--- config.mk ---
export PLATFORM = sky130hd
export DESIGN_NAME = fir_sample_sequencer_flat
export DESIGN_NICKNAME = d
export VERILOG_FILES = /design/src/rtl/fir_sample_sequencer_if.sv /design/src/rtl/fir_sample_sequencer.sv /design/src/flat_wrapper.sv
export SDC_FILE = /design/constraint.sdc
export NUM_CORES = 1
export LEC_CHECK = 0
export ABC_AREA = 1
export BUFFER_PORTS_ARGS = -buffer_cell sky130_fd_sc_hd__buf_2
export CAP_MARGIN = 40
export CORE_MARGIN = 1
export CORE_UTILIZATION = 51
export DETAILED_ROUTE_END_ITERATION = 10
export PLACE_DENSITY_LB_ADDON = 0.05
export SETUP_SLACK_MARGIN = 0.5
export SYNTH_ARGS = -nofsm -noshare
export SYNTH_HDL_FRONTEND = slang
export SYNTH_SLANG_ARGS = --single-unit
--- constraint.sdc ---
create_clock -name clk -period 2.7 [get_ports clk]
set_input_delay 0.27 -clock clk [delete_from_list [all_inputs] [get_ports clk]]
set_output_delay 0.27 -clock clk [all_outputs]
set_load 0.01 [all_outputs]
--- src/rtl/fir_sample_sequencer_if.sv ---
// -----------------------------------------------------------------------------
// fir_sample_sequencer_if
//
// Purpose:
//   Generic valid/ready stream bundle. The sequencer uses one instance
//   on its input side (samples arriving from the producer) and one on
//   its output side (filter results leaving towards the consumer).
//
// Signals:
//   valid  - data on 'data' is valid this cycle
//   ready  - receiver can accept a beat this cycle
//   data   - N-bit payload
//
// Modports:
//   master - drives valid/data, observes ready (the sending side)
//   slave  - observes valid/data, drives ready (the receiving side)
// -----------------------------------------------------------------------------
interface fir_sample_sequencer_if #(
    parameter int N = 16
);
    logic         valid;
    logic         ready;
    logic [N-1:0] data;

    modport master (
        output valid,
        output data,
        input  ready
    );

    modport slave (
        input  valid,
        input  data,
        output ready
    );
endinterface

--- src/rtl/fir_sample_sequencer.sv ---
// -----------------------------------------------------------------------------
// fir_sample_sequencer
//
// Purpose:
//   Feeds a time-multiplexed FIR filter from the producer side and reads
//   its result back. Incoming samples are buffered in a small FIFO; once
//   per programmable sample period the head sample is presented on fir_x_o
//   together with a one-cycle fir_en_o strobe. FILT_LAT cycles after the
//   strobe the filter output is captured and offered downstream over a
//   valid/ready stream. Sticky flags record underruns (period tick with an
//   empty FIFO) and overruns (new result while the previous one is still
//   unaccepted).
//
// Parameters:
//   N           sample/result width in bits
//   DEPTH       input FIFO depth in entries (power of 2, >= 2)
//   FILT_LAT    cycles from fir_en high to the captured result (>= 2)
//   MIN_PERIOD  minimum sample period in cycles (must exceed FILT_LAT)
//
// Ports:
//   clk           clock
//   rst           synchronous reset, active-high
//   run_i         1 = issue one sample per period, 0 = stop issuing
//   cfg_period_i  sample period in cycles, clamped up to MIN_PERIOD
//   clr_flags_i   clears the sticky underrun/overrun flags
//   s_if          slave stream: upstream samples (ready = FIFO not full)
//   fir_en_o      one-cycle strobe to the filter
//   fir_x_o       sample to the filter, held between strobes
//   fir_y_i       filter result
//   m_if          master stream: captured filter results
//   fifo_level_o  FIFO occupancy
//   underrun_o    sticky: period tick found the FIFO empty
//   overrun_o     sticky: result captured while the previous one was pending
//   drop_cnt_o    (only with FIR_SEQ_DROP_CNT_EN) saturating count of
//                 overrun events plus underrun ticks
//
// Build option:
//   FIR_SEQ_DROP_CNT_EN - when defined, adds drop_cnt_o and its counter.
// -----------------------------------------------------------------------------
module fir_sample_sequencer #(
    parameter int N          = 16,
    parameter int DEPTH      = 4,
    parameter int FILT_LAT   = 7,
    parameter int MIN_PERIOD = 8
) (
    input  logic                      clk,
    input  logic                      rst,
    input  logic                      run_i,
    input  logic [15:0]               cfg_period_i,
    input  logic                      clr_flags_i,
    fir_sample_sequencer_if.slave     s_if,
    output logic                      fir_en_o,
    output logic [N-1:0]              fir_x_o,
    input  logic [N-1:0]              fir_y_i,
    fir_sample_sequencer_if.master    m_if,
    output logic [$clog2(DEPTH):0]    fifo_level_o,
    output logic                      underrun_o,
    output logic                      overrun_o
`ifdef FIR_SEQ_DROP_CNT_EN
    ,
    output logic [15:0]               drop_cnt_o
`endif
);

    localparam int AW    = $clog2(DEPTH);
    localparam int LW    = AW + 1;
    localparam int LAT_W = $clog2(FILT_LAT + 1);
    localparam logic [15:0] MIN_P = 16'(MIN_PERIOD);

    typedef enum logic {
        IDLE,
        RUN
    } state_t;

    // -------------------------------------------------------------------------
    // Declarations
    // -------------------------------------------------------------------------
    state_t            state_q, state_d;
    logic [15:0]       cnt_q, cnt_d;
    logic [15:0]       period_q, period_d;
    logic [15:0]       cfg_clamped;
    logic              tick;

    logic [N-1:0]      mem_q [DEPTH];
    logic [AW-1:0]     wr_ptr_q, wr_ptr_d;
    logic [AW-1:0]     rd_ptr_q, rd_ptr_d;
    logic [LW-1:0]     level_q, level_d;
    logic              full;
    logic              empty;
    logic              push;
    logic              pop;

    logic              fir_en_q, fir_en_d;
    logic [N-1:0]      fir_x_q, fir_x_d;

    logic [LAT_W-1:0]  lat_q, lat_d;
    logic              capture;

    logic              m_valid_q, m_valid_d;
    logic [N-1:0]      m_data_q, m_data_d;

    logic              underrun_q, underrun_d;
    logic              overrun_q, overrun_d;
    logic              under_set;
    logic              over_set;

    // -------------------------------------------------------------------------
    // Period handling and handshake decodes
    // -------------------------------------------------------------------------
    assign cfg_clamped = (cfg_period_i < MIN_P) ? MIN_P : cfg_period_i;

    assign full  = (level_q == LW'(DEPTH));
    assign empty = (level_q == '0);

    // A full FIFO refuses the push even if a pop frees a slot this cycle,
    // so s_ready depends only on registered state.
    assign push  = s_if.valid && !full;
    assign pop   = tick && !empty;

    // The latency counter is loaded while fir_en is high and counts down;
    // reaching 1 marks the cycle whose fir_y is taken as the result.
    assign capture = (lat_q == LAT_W'(1));

    assign under_set = tick && empty;
    assign over_set  = capture && m_valid_q && !m_if.ready;

    // -------------------------------------------------------------------------
    // Sequencer FSM: next state, period counter and tick generation.
    // The period is latched on entry to RUN and again at every wrap, so a
    // change on cfg_period_i never shortens or stretches a period in flight.
    // -------------------------------------------------------------------------
    always_comb begin
        state_d  = state_q;
        cnt_d    = cnt_q;
        period_d = period_q;
        tick     = 1'b0;
        case (state_q)
            IDLE: begin
                cnt_d = '0;
                if (run_i) begin
                    state_d  = RUN;
                    period_d = cfg_clamped;
                end
            end
            RUN: begin
                if (!run_i) begin
                    state_d = IDLE;
                    cnt_d   = '0;
                end else if (cnt_q == period_q - 16'd1) begin
                    tick     = 1'b1;
                    cnt_d    = '0;
                    period_d = cfg_clamped;
                end else begin
                    cnt_d = cnt_q + 16'd1;
                end
            end
            default: begin
                state_d = IDLE;
                cnt_d   = '0;
            end
        endcase
    end

    always_ff @(posedge clk) begin
        if (rst) begin
            state_q  <= IDLE;
            cnt_q    <= '0;
            period_q <= '0;
        end else begin
            state_q  <= state_d;
            cnt_q    <= cnt_d;
            period_q <= period_d;
        end
    end

    // -------------------------------------------------------------------------
    // FIFO pointer and occupancy bookkeeping
    // -------------------------------------------------------------------------
    always_comb begin
        wr_ptr_d = wr_ptr_q;
        rd_ptr_d = rd_ptr_q;
        level_d  = level_q;
        if (push) begin
            wr_ptr_d = wr_ptr_q + AW'(1);
        end
        if (pop) begin
            rd_ptr_d = rd_ptr_q + AW'(1);
        end
        case ({push, pop})
            2'b10:   level_d = level_q + LW'(1);
            2'b01:   level_d = level_q - LW'(1);
            default: level_d = level_q;
        endcase
    end

    always_ff @(posedge clk) begin
        if (rst) begin
            wr_ptr_q <= '0;
            rd_ptr_q <= '0;
            level_q  <= '0;
        end else begin
            wr_ptr_q <= wr_ptr_d;
            rd_ptr_q <= rd_ptr_d;
            level_q  <= level_d;
        end
    end

    // Storage needs no reset: reset empties the FIFO through the pointers.
    always_ff @(posedge clk) begin
        if (push) begin
            mem_q[wr_ptr_q] <= s_if.data;
        end
    end

    // -------------------------------------------------------------------------
    // Filter drive, result capture, output stream and sticky flags.
    // fir_x is loaded together with fir_en so it is stable for the whole
    // strobe cycle and held until the next pop.
    // -------------------------------------------------------------------------
    always_comb begin
        fir_en_d   = pop;
        fir_x_d    = pop ? mem_q[rd_ptr_q] : fir_x_q;

        lat_d      = lat_q;
        if (fir_en_q) begin
            lat_d = LAT_W'(FILT_LAT - 1);
        end else if (lat_q != '0) begin
            lat_d = lat_q - LAT_W'(1);
        end

        m_valid_d  = m_valid_q;
        m_data_d   = m_data_q;
        if (capture) begin
            m_valid_d = 1'b1;
            m_data_d  = fir_y_i;
        end else if (m_valid_q && m_if.ready) begin
            m_valid_d = 1'b0;
        end

        // A set event in the same cycle as clr_flags wins.
        underrun_d = under_set ? 1'b1 : (clr_flags_i ? 1'b0 : underrun_q);
        overrun_d  = over_set  ? 1'b1 : (clr_flags_i ? 1'b0 : overrun_q);
    end

    always_ff @(posedge clk) begin
        if (rst) begin
            fir_en_q   <= 1'b0;
            fir_x_q    <= '0;
            lat_q      <= '0;
            m_valid_q  <= 1'b0;
            m_data_q   <= '0;
            underrun_q <= 1'b0;
            overrun_q  <= 1'b0;
        end else begin
            fir_en_q   <= fir_en_d;
            fir_x_q    <= fir_x_d;
            lat_q      <= lat_d;
            m_valid_q  <= m_valid_d;
            m_data_q   <= m_data_d;
            underrun_q <= underrun_d;
            overrun_q  <= overrun_d;
        end
    end

`ifdef FIR_SEQ_DROP_CNT_EN
    // -------------------------------------------------------------------------
    // Drop counter: overrun events plus underrun ticks, saturating. Both
    // events can land in one cycle, so up to two are added at once.
    // -------------------------------------------------------------------------
    logic [15:0] drop_q, drop_d;
    logic [16:0] drop_sum;

    always_comb begin
        drop_sum = {1'b0, (clr_flags_i ? 16'h0000 : drop_q)}
                 + 17'(under_set) + 17'(over_set);
        drop_d   = drop_sum[16] ? 16'hFFFF : drop_sum[15:0];
    end

    always_ff @(posedge clk) begin
        if (rst) begin
            drop_q <= '0;
        end else begin
            drop_q <= drop_d;
        end
    end

    assign drop_cnt_o = drop_q;
`endif

    // -------------------------------------------------------------------------
    // Outputs
    // -------------------------------------------------------------------------
    assign s_if.ready   = !full;
    assign fir_en_o     = fir_en_q;
    assign fir_x_o      = fir_x_q;
    assign m_if.valid   = m_valid_q;
    assign m_if.data    = m_data_q;
    assign fifo_level_o = level_q;
    assign underrun_o   = underrun_q;
    assign overrun_o    = overrun_q;

endmodule
--- src/flat_wrapper.sv ---
// flat-port wrapper written by rule: the top's interface ports become plain ports
module fir_sample_sequencer_flat 
#(
    parameter int N          = 16,
    parameter int DEPTH      = 4,
    parameter int FILT_LAT   = 7,
    parameter int MIN_PERIOD = 8
)
  (clk, rst, run_i, cfg_period_i, clr_flags_i, fir_en_o, fir_x_o, fir_y_i, fifo_level_o, underrun_o, overrun_o, s_if_valid, s_if_data, s_if_ready, m_if_valid, m_if_data, m_if_ready);
  fir_sample_sequencer_if #(.N(N)) s_if_i ();
  fir_sample_sequencer_if #(.N(N)) m_if_i ();
  input  logic clk;
  input  logic rst;
  input  logic run_i;
  input  logic [15:0] cfg_period_i;
  input  logic clr_flags_i;
  output logic fir_en_o;
  output logic [N-1:0] fir_x_o;
  input  logic [N-1:0] fir_y_i;
  output logic [$clog2(DEPTH):0] fifo_level_o;
  output logic underrun_o;
  output logic overrun_o;
  input wire logic [$bits(s_if_i.valid)-1:0] s_if_valid;
  input wire logic [$bits(s_if_i.data)-1:0] s_if_data;
  output wire logic [$bits(s_if_i.ready)-1:0] s_if_ready;
  output wire logic [$bits(m_if_i.valid)-1:0] m_if_valid;
  output wire logic [$bits(m_if_i.data)-1:0] m_if_data;
  input wire logic [$bits(m_if_i.ready)-1:0] m_if_ready;
  assign s_if_i.valid = s_if_valid;
  assign s_if_i.data = s_if_data;
  assign s_if_ready = s_if_i.ready;
  assign m_if_valid = m_if_i.valid;
  assign m_if_data = m_if_i.data;
  assign m_if_i.ready = m_if_ready;
  fir_sample_sequencer #(.N(N), .DEPTH(DEPTH), .FILT_LAT(FILT_LAT), .MIN_PERIOD(MIN_PERIOD)) u_core (.clk(clk), .rst(rst), .run_i(run_i), .cfg_period_i(cfg_period_i), .clr_flags_i(clr_flags_i), .s_if(s_if_i), .fir_en_o(fir_en_o), .fir_x_o(fir_x_o), .fir_y_i(fir_y_i), .m_if(m_if_i), .fifo_level_o(fifo_level_o), .underrun_o(underrun_o), .overrun_o(overrun_o));
endmodule
Yosys cells after proc, flatten, opt, wreduce, memory -nomap -nowiden. Memory sizes are Yosys's and may differ from the RTL's. A register that Yosys moved wholly into a read port is not among the register bits. Index checks and enable logic that the tools add are counted.

Bits in registers: 63. Bits in writable memories: 64. Input port bits: 54. Output and inout bits: 40. Logic and storage cells: 71. Memories kept: 1.

Add/sub/neg operators: 7. Order comparisons: 1. Equal/unequal tests: 8. Multiplexer cells: 22. Bitwise operators: 1. Reductions and logical operators: 18.

Memory list: u_core.mem_q (depth 4, width 16, rd ports 1, clocked after memory_dff 1, wr ports 1, RTL line fir_sample_sequencer.sv:84) `logic [N-1:0] mem_q [DEPTH];`.

Operator list (count): $mux W16 (6); $pmux W16 S2 (2); $add A16 B1 Y16 const B (1); $eq A16 B16 Y1 (1); $lt A16 B4 Y1 const B (1); $sub A16 B1 Y16 const B (1); $mux W1 (11); $reduce_bool A2 Y1 (5); $logic_and A1 B1 Y1 (6); $mux W3 (2); $ne A2 B2 Y1 const B (3); $pmux W3 S2 (1); $sub A3 B1 Y3 const B (2); $add A2 B1 Y2 const B (2); $add A3 B1 Y3 const B (1); $eq A3 B1 Y1 const B (1); $eq A3 B3 Y1 const B (1); $logic_not A1 Y1 (3); $logic_not A3 Y1 (1); $reduce_and A3 Y1 (1); $reduce_bool A3 Y1 (1); $eq A2 B1 Y1 const B (1); $eq A2 B2 Y1 const B (1); $reduce_or A2 Y1 (1); $not A1 Y1 (1).

Depth between registers and ports, before layout. Gate-level depths: netlist (run 1).

Word-level depth: 8. Depth in mapped cells: 21. Gate-level depth less buffers: 20.

Worst setup path after synthesis (run 1). OpenSTA, ideal clock, no wires.

Path type: flip-flop to flip-flop. Start: register u_core.period_q[0]. End: register u_core.level_q[2], in the netlist u_core.fifo_level_o[2]. Setup time: 0.122 ns. Data arrival time: 2.747 ns. Required time: 2.578 ns. Path slack: -0.170 ns. Stages on the path, launching flop included: 20. Path buffers: 1. Period minus slack after synthesis: 2.870 ns. Path through: dfxtp_1 > inv_2 > ha_1 > xor2_1 > nand2_1 > nor2_1 > nand3_1 > nor2_2 > nand3_4 > nor2_4 > nand3_2 > buf_2 > inv_1 > ha_1 > inv_1 > fa_1 > a21oi_1 > o21ai_0 > o21ai_0 > a21oi_1.

Longest elaborated chain between the ends: 8. Elaborated cells on any way between the ends: 10. Those cells by class: add/sub (1); eq/ne (3); mux (4); reduce/logical (2).

Ends and longest elaborated chain: from (decl) (RTL line fir_sample_sequencer.sv:80) `logic [15:0] period_q, period_d;`; from (signal assigned) (RTL line fir_sample_sequencer.sv:172) `period_q <= period_d;`; $sub A16 B1 Y16 (*) (RTL line fir_sample_sequencer.sv:149) `end else if (cnt_q == period_q - 16'd1) begin`; $eq A16 B16 Y1 (*) (RTL line fir_sample_sequencer.sv:149); $mux W1 (*) (RTL line fir_sample_sequencer.sv:149); $mux W1 (*) (RTL line fir_sample_sequencer.sv:146) `if (!run_i) begin`; $mux W1 (*) (RTL line fir_sample_sequencer.sv:137) `case (state_q)`; $logic_and A1 B1 Y1 (*) (RTL line fir_sample_sequencer.sv:118) `assign pop = tick && !empty;`; net u_core.fir_en_d (RTL line fir_sample_sequencer.sv:93) `logic fir_en_q, fir_en_d;`; $eq A2 B1 Y1 or $eq A2 B2 Y1 (tied branches) (RTL line fir_sample_sequencer.sv:189) `case ({push, pop})`; $pmux W3 S2 or $reduce_bool A2 Y1 (tied branches); to (signal assigned) (RTL line fir_sample_sequencer.sv:204) `level_q <= level_d;`; to (decl) (RTL line fir_sample_sequencer.sv:87) `logic [LW-1:0] level_q, level_d;`.

The timed path passes the listed nets; every way through them passes the cells marked *. A chain may end at the register's enable or synchronous reset.

Final worst setup path (run 1).
Start: register u_core.period_q[6]. End: register u_core.level_q[2], in the netlist u_core.fifo_level_o[2].

Same word-level chain as after synthesis.

==> metrics.md, run 1 <==
| Metric | Value |
|---|---|
| Register area share after synthesis | `0.550` |
| Worst slew pin tran | `718 ps` |
| Clock Tree Root | `clkbuf_16` |
| Area Growth Syn to Fin | `23.1%` |
| Layout fillers | `1067` |
| Synth area leader | `edfxtp_1` |
| Maximum buffer depth of the clock tree | `2` |
| Num Clock Sinks | `143` |
| Critical Path, Cell by Cell | `nor2_2 > nand2_2 > nor2_4 > nand2_2 > nand2_1 > nand2_2 > nor2_4 > nand3_4 > nor2_4 > nand3_4 > inv_4 > ha_4 > inv_4 > fa_2 > a21oi_2 > o21ai_2 > o21ai_1 > a21oi_1` |
| Die area | `approximately 13000 µm²` |
| Hold Fails Final Rpt | `0` |
| Leak Pwr | `about 3.4 nW` |
| CP peak stage delay | `350 ps` |
| Status | `completed` |
| Yosys warnings | `0` |
| Mux contribution to synthesized area | `0` |
| Leading register cell type out of synthesis | `dfxtp_1` |
| Commonest non-fill, non-tap cell in the layout | `nor2_1` |
| WS Path Type | `flop to flop` |
| First-pass GRT wire length | `between 20 and 25 mm` |
| Final core utilization | `0.647` |
| Grt ovf | `0` |
| Vias after detailed routing | `5117` |
| Synth cell types | `35` |
| Final min period | `2550 ps` |
| Largest family of logic cells by synthesized area | `simple AND/OR/NAND/NOR gates` |
| Worst hold path class | `input port to flop` |
| Antenna violations before repair | `0` |
| Io pins | `94` |
| Nets@finish | `932` |
| Post-synthesis area per instance | `8.42 µm²` |
| Pin count of the biggest net entering global routing | `35` |
| Crit end category | `flop` |
| Multi-input logic area | `2500 µm²` |
| Clk pin slew, worst setup/hold paths | `about 60 ps` |
| CP bufs+invs | `2` |
| Top cell type's share of synthesized area | `0.302` |
| Max_slew headroom | `0.521` |
| Skew final | `8.76 ps` |
| Final period utilization | `0.946` |
| Setup TNS Final | `0 ps` |
| Worst-path fanout max | `7` |
| DRT iter0 DRCs | `277` |
| Total iterations of the first detailed-routing run | `4` |
| WP data arrival | `2870 ps` |
| Total power | `5.66 mW` |
| Avg WL per Cell | `~13 µm` |
| Slowest stage cell, crit path | `dfxtp_1` |
| Final slew viol count | `0` |
| DP HPWL | `9.37 mm` |
| Cell Area, Synth | `6360 µm²` |
| Synth Area in Compound Gates | `0.0902` |
| Max-cap check violation count | `0` |
| Top Family by Delay on Critical Path | `simple AND/OR/NAND/NOR gates` |
| Cts bufs inserted | `17` |
| EDFF count, synth | `64` |
| CTS tree | `yes` |
| Adder-Cell Fraction of Synth Area | `0.0208` |
| Hold_buf cts | `0` |
| Synth Area in Simple Gates | `0.240` |
| Worst Setup Start Kind | `flop` |
| DIE HEIGHT | `114 µm` |
| Antenna Cells | `0` |
| Port buffer count | `between 90 and 100` |
| VDD IR max | `0.000741 V` |
| Synth Instances | `756` |
| Fraction of registers with async set/reset | `0` |
| Placed insts | `1008` |
| DRC viols | `0` |
| Rows | `40` |
| Setup violations, final | `0` |
| Vias in the first global route | `approximately 4900` |
| Cell Count, Final, Fillers Out | `1049` |
| H-tree depth | `4` |
| Syn_nets | `820` |
| Post-Synth XOR/XNOR Area | `0.0261` |
| Top cells by area, synth | `edfxtp_1 30%, dfxtp_1 25%, nor2_1 10%` |
| Register area | `3510 µm²` |
| PD cells | `a little over 700 nW/µm²` |
| GP Congestion | `~0.85` |
| Insertion delay to the later sink of the worst-skew pair | `approximately 430 ps` |
| Vias per inst | `4.88` |
| Yosys reg bits | `143` |
| Layout cells sized above 1 | `0.228` |
| WP data required | `3010 ps` |
| Core ar. | `~12000 µm²` |
| Max Freq | `0.392 GHz` |
| RSZ-0062 raised after global routing | `true` |
| Die width | `114 µm` |
| Starting Density | `0.526` |
| All-Layer GR Usage | `0.232` |
| Final wirelength | `13.8 mm` |
| Most frequent cells in the layout | `165 x nor2_1, 115 x nand2_1, 93 x buf_2, 87 x inv_1, 74 x dfxtp_1` |
| Post-DRT Antenna Nets | `0` |
[sequential cells by signal, indices dropped and copies added (netlist names)]
register             cells
u_core.mem_q            64
u_core.cnt_q            16
u_core.fir_x_o          16
u_core.m_if.data        16
u_core.period_q         16
u_core.fifo_level_o      3
u_core.lat_q             3
u_core.rd_ptr_q          2
u_core.wr_ptr_q          2
u_core.fir_en_o          1
u_core.m_if.valid        1
u_core.overrun_o         1
u_core.state_q           1
u_core.underrun_o        1
[where the power goes]
group          switching (mW)  total (mW)  leakage (nW)  internal (mW)
combinational           0.506       0.819          1.93          0.313
clock                   0.922        2.29         0.279           1.37
sequential              0.102        2.55          1.23           2.45
[Yosys cell counts, types with 2 or more instances]
cell and number:
nor3_1 9, xor2_1 14, nor4_1 2, nand3_1 26, o21ai_0 71, o22ai_1 16
nand3b_1 6, dfxtp_1 79, clkbuf_1 15, ha_1 9, nor2_2 9, inv_1 92
inv_2 3, nor3b_1 2, nand3_2 3, nand2_2 5, xnor2_1 5, nor2_1 172
edfxtp_1 64, nand2_1 117, nor2_4 3, a21oi_1 15, buf_2 6, a31oi_1 2
[what timing repair did]
item                       4_1_cts  5_1_grt
pin swaps                       12        6
gates cloned                     0        0
setup endpoints to repair       16       41
gates resized for setup         11       29
setup buffers                    6        3
[metal layers]
| layer | share of wire | wire length, µm | track usage |
|---|---|---|---|
| met1 | 0.45 | 6210 | 0.280 |
| met2 | 0.50 | 6840 | 0.399 |
| met3 | 0.040 | 557 | 0.0638 |
| met4 | 0.013 | 180 | 0.0851 |
| met5 | 0 | 0 | 0 |
[per-stage QoR]
stage | setup slack (ps) | hold slack (ps) | area (µm²)
2_1_floorplan | 33.7 | 339 | 6410
3_3_place_gp | 78.3 | 451 | 7090
3_5_place_dp | 12.4 | 459 | 7090
4_1_cts | 174 | 39.7 | 7750
5_1_grt | -87.4 | 48.5 | 7840
6_report | 147 | 55.4 | 7840
[layout make-up]
class                           count  area share
Clock buffer                       17      0.0543
Clock inverter                     15      0.0198
Inverter                           96      0.0476
Multi-Input combinational cell    494       0.320
Sequential cell                   143       0.448
Tap cell                          168      0.0268
Timing Repair Buffer              116      0.0835
[cells by family (layout without fill, tap and decap cells)]
kind of cell	count (synthesis)	count (layout)
XOR/XNOR	19	19
buffers and inverters	119	244
adder cells (fa/ha/maj)	10	10
AND/OR/NAND/NOR	358	358
flip-flops	143	143
AO/OA/AOI/OAI	107	107
[final timing paths]
check	start	slack (ps)	cells after the start	to
worst min register to register	u_core.cnt_q[0]	450	1	u_core.cnt_q[0]
worst min-delay path	s_if_data[6]	60	1	u_core.mem_q[0][6]
worst max-delay path	u_core.period_q[6]	150	18	u_core.fifo_level_o[2]
worst max register to register	u_core.period_q[6]	150	18	u_core.fifo_level_o[2]
No activity file was read; power rests on OpenSTA's default activity.
==> run 2, diff against run 1 <==
--- a/config.mk
+++ b/config.mk
@@ -6,12 +6,12 @@
 export NUM_CORES = 1
 export LEC_CHECK = 0
 export ABC_AREA = 1
-export BUFFER_PORTS_ARGS = -buffer_cell sky130_fd_sc_hd__buf_2
 export CAP_MARGIN = 40
 export CORE_MARGIN = 1
-export CORE_UTILIZATION = 51
+export CORE_UTILIZATION = 57
 export DETAILED_ROUTE_END_ITERATION = 10
-export PLACE_DENSITY_LB_ADDON = 0.05
+export DONT_BUFFER_PORTS = 1
+export PLACE_DENSITY = 0.76
 export SETUP_SLACK_MARGIN = 0.5
 export SYNTH_ARGS = -nofsm -noshare
 export SYNTH_HDL_FRONTEND = slang
==> metrics.md, run 2 (same netlist as run 1, synthesis figures left out) <==
| Metric | Value |
|---|---|
| Status | `completed` |
| Vias in the first global route | `4892` |
| Starting Density | `0.587` |
| All-Layer GR Usage | `0.258` |
| Worst hold path class | `input port to flop` |
| First-pass GRT wire length | `around 23 mm` |
| Cts bufs inserted | `17` |
| Num Clock Sinks | `143` |
| Commonest non-fill, non-tap cell in the layout | `nor2_1` |
| Die width | `108 µm` |
| Total iterations of the first detailed-routing run | `5` |
| DRC viols | `0` |
| Pre-CTS setup slack | `-21.4 ps` |
| WP data required | `3120 ps` |
| CTS tree | `yes` |
| Io pins | `94` |
| Worst slew pin tran | `667 ps` |
| Vias per inst | `between 5 and 6` |
| Final wirelength | `14.9 mm` |
| RSZ-0062 raised after global routing | `true` |
| GP Congestion | `around 0.85` |
| Crit end category | `flop` |
| Max_slew headroom | `0.554` |
| Leak Pwr | `between 3 and 4 nW` |
| Grt ovf | `0` |
| Final period utilization | `0.987` |
| Met3 wire len | `803 µm` |
| Setup violations, final | `0` |
| Setup TNS Final | `0 ps` |
| Hold path depth | `4` |
| Area Growth Syn to Fin | `25.4%` |
| DP HPWL | `8.54 mm` |
| Most frequent cells in the layout | `160 x nor2_1, 107 x nand2_1, 88 x inv_1, 73 x dfxtp_1, 65 x o21ai_0` |
| Max FFs per register | `64` |
| Rows | `38` |
| Core ar. | `between 10000 and 15000 µm²` |
| Max Freq | `around 0.38 GHz` |
| Final worst setup slack | `34.9 ps` |
| Worst Setup Start Kind | `flop` |
| R2R setup slack | `30 ps` |
| Final slew viol count | `0` |
| Top Family by Delay on Critical Path | `simple AND/OR/NAND/NOR gates` |
| Final min period | `2670 ps` |
| Instance count on the critical path | `18` |
| Vias after detailed routing | `5234` |
| Post-DRT Antenna Nets | `0` |
| VDD IR max | `about 0.00063 V` |
| Met1 Wirelength | `a little under 6 mm` |
| WP data arrival | `~3000 ps` |
| CP peak stage delay | `about 370 ps` |
| Highest metal used | `met4` |
| Layout cells sized above 1 | `0.148` |
| Worst Reg-to-Reg Cells | `18` |
| Pin count of the biggest net entering global routing | `35` |
| H-tree depth | `4` |
| Finished Cell Area | `7980 µm²` |
| Worst-path fanout max | `7` |
| Nets@finish | `892` |
| Antenna violations before repair | `0` |
| Hold Fails Final Rpt | `0` |
| Max-cap check violation count | `0` |
| PD cells | `between 700 and 800 nW/µm²` |
| Slowest stage cell, crit path | `dfxtp_1` |
| Total power | `5.61 mW` |
| Met2 WL | `7.78 mm` |
| Die area | `~12000 µm²` |
| Clk pin slew, worst setup/hold paths | `60 ps` |
| Skew final | `roughly 3.8 ps` |
| DIE HEIGHT | `108 µm` |
| Critical Path, Cell by Cell | `nor2_1 > nand2_2 > nor2_4 > nand3b_1 > nand2_1 > nand2_1 > nor2_1 > nand3_2 > nor2_4 > nand3_4 > inv_4 > ha_4 > inv_4 > fa_2 > a21oi_2 > o21ai_2 > o21ai_1 > a21oi_1` |
| DRT iter0 DRCs | `335` |
| CP bufs+invs | `2` |
| Most flops, register | `u_core.mem_q` |
| WS Path Type | `flop to flop` |
| Clock Tree Root | `clkbuf_8` |
| Insertion delay to the later sink of the worst-skew pair | `530 ps` |
| Avg WL per Cell | `roughly 15 µm` |
| Maximum buffer depth of the clock tree | `2` |
| Post-DP Area | `6580 µm²` |
| Port buffer count | `0` |
| Antenna Cells | `0` |
-- run 2: changes by cell type in the layout (fill, tap and decap cells not counted), sizes merged --
cell | before | now
buf | 116 | 21
dlygate4sd3 | 0 | 52
inv | 101 | 96
nand2 | 123 | 126
clkbuf | 17 | 19
bufinv | 2 | 3
-- run 2: worst paths after layout --
path | start | to
setup / recovery | u_core.period_q[3] | u_core.fifo_level_o[2]
hold / removal | cfg_period_i[0] | u_core.period_q[0]
hold reg to reg | u_core.cnt_q[0] | u_core.cnt_q[0]
setup reg to reg | u_core.period_q[3] | u_core.fifo_level_o[2]
-- run 2: final cells by class --
cell class	instances	area [µm²]
flip-flops and latches	143	3510
fillers	749	2860
multi-input cells	497	2640
repair buffers	73	718
clock buffers	19	422
inverters	96	373
well taps	140	175
clock inverters	11	143
-- run 2: worst reg2reg max path: stages, from the launching register on --
cell      delay [ps]
dfxtp_1          370
nor2_1           150
nand2_2          100
nor2_4           190
nand3b_1         100
nand2_1           80
nand2_1           50
nor2_1           110
nand3_2          150
nor2_4           170
nand3_4           90
inv_4             60
ha_4             120
inv_4             30
fa_2             350
a21oi_2          160
o21ai_2           80
o21ai_1          150
a21oi_1           50
-- run 2: what timing repair did --
action,4_1_cts,5_1_grt
pin swaps,9,17
gates cloned,0,3
hold buffers,51,1
setup buffers,6,4
endpoints found under the hold margin,100,7
setup endpoints to repair,36,52
gates resized for setup,6,55
-- run 2: per-layer routing --
layer	vias to the layer above	global-route usage
met3	45	0.0714
met1	2440	0.285
met5	-	0
li1	2572	-
met4	0	0.127
met2	177	0.453
-- run 2: metrics by stage --
step                      cells  hold slack (ps)   util
after floorplan             756              339      -
after global placement      883              341  0.604
after detailed placement    884              344  0.607
after CTS                   971             4.03  0.711
after global routing        979             9.77  0.736
final                       979             41.5  0.736
-- run 2: power by group --
part           internal [mW]  total [mW]  switching (mW)  leakage [nW]
clock                   1.39        2.25           0.856         0.267
sequential              2.45        2.62           0.172          1.23
combinational          0.280       0.741           0.460          1.77
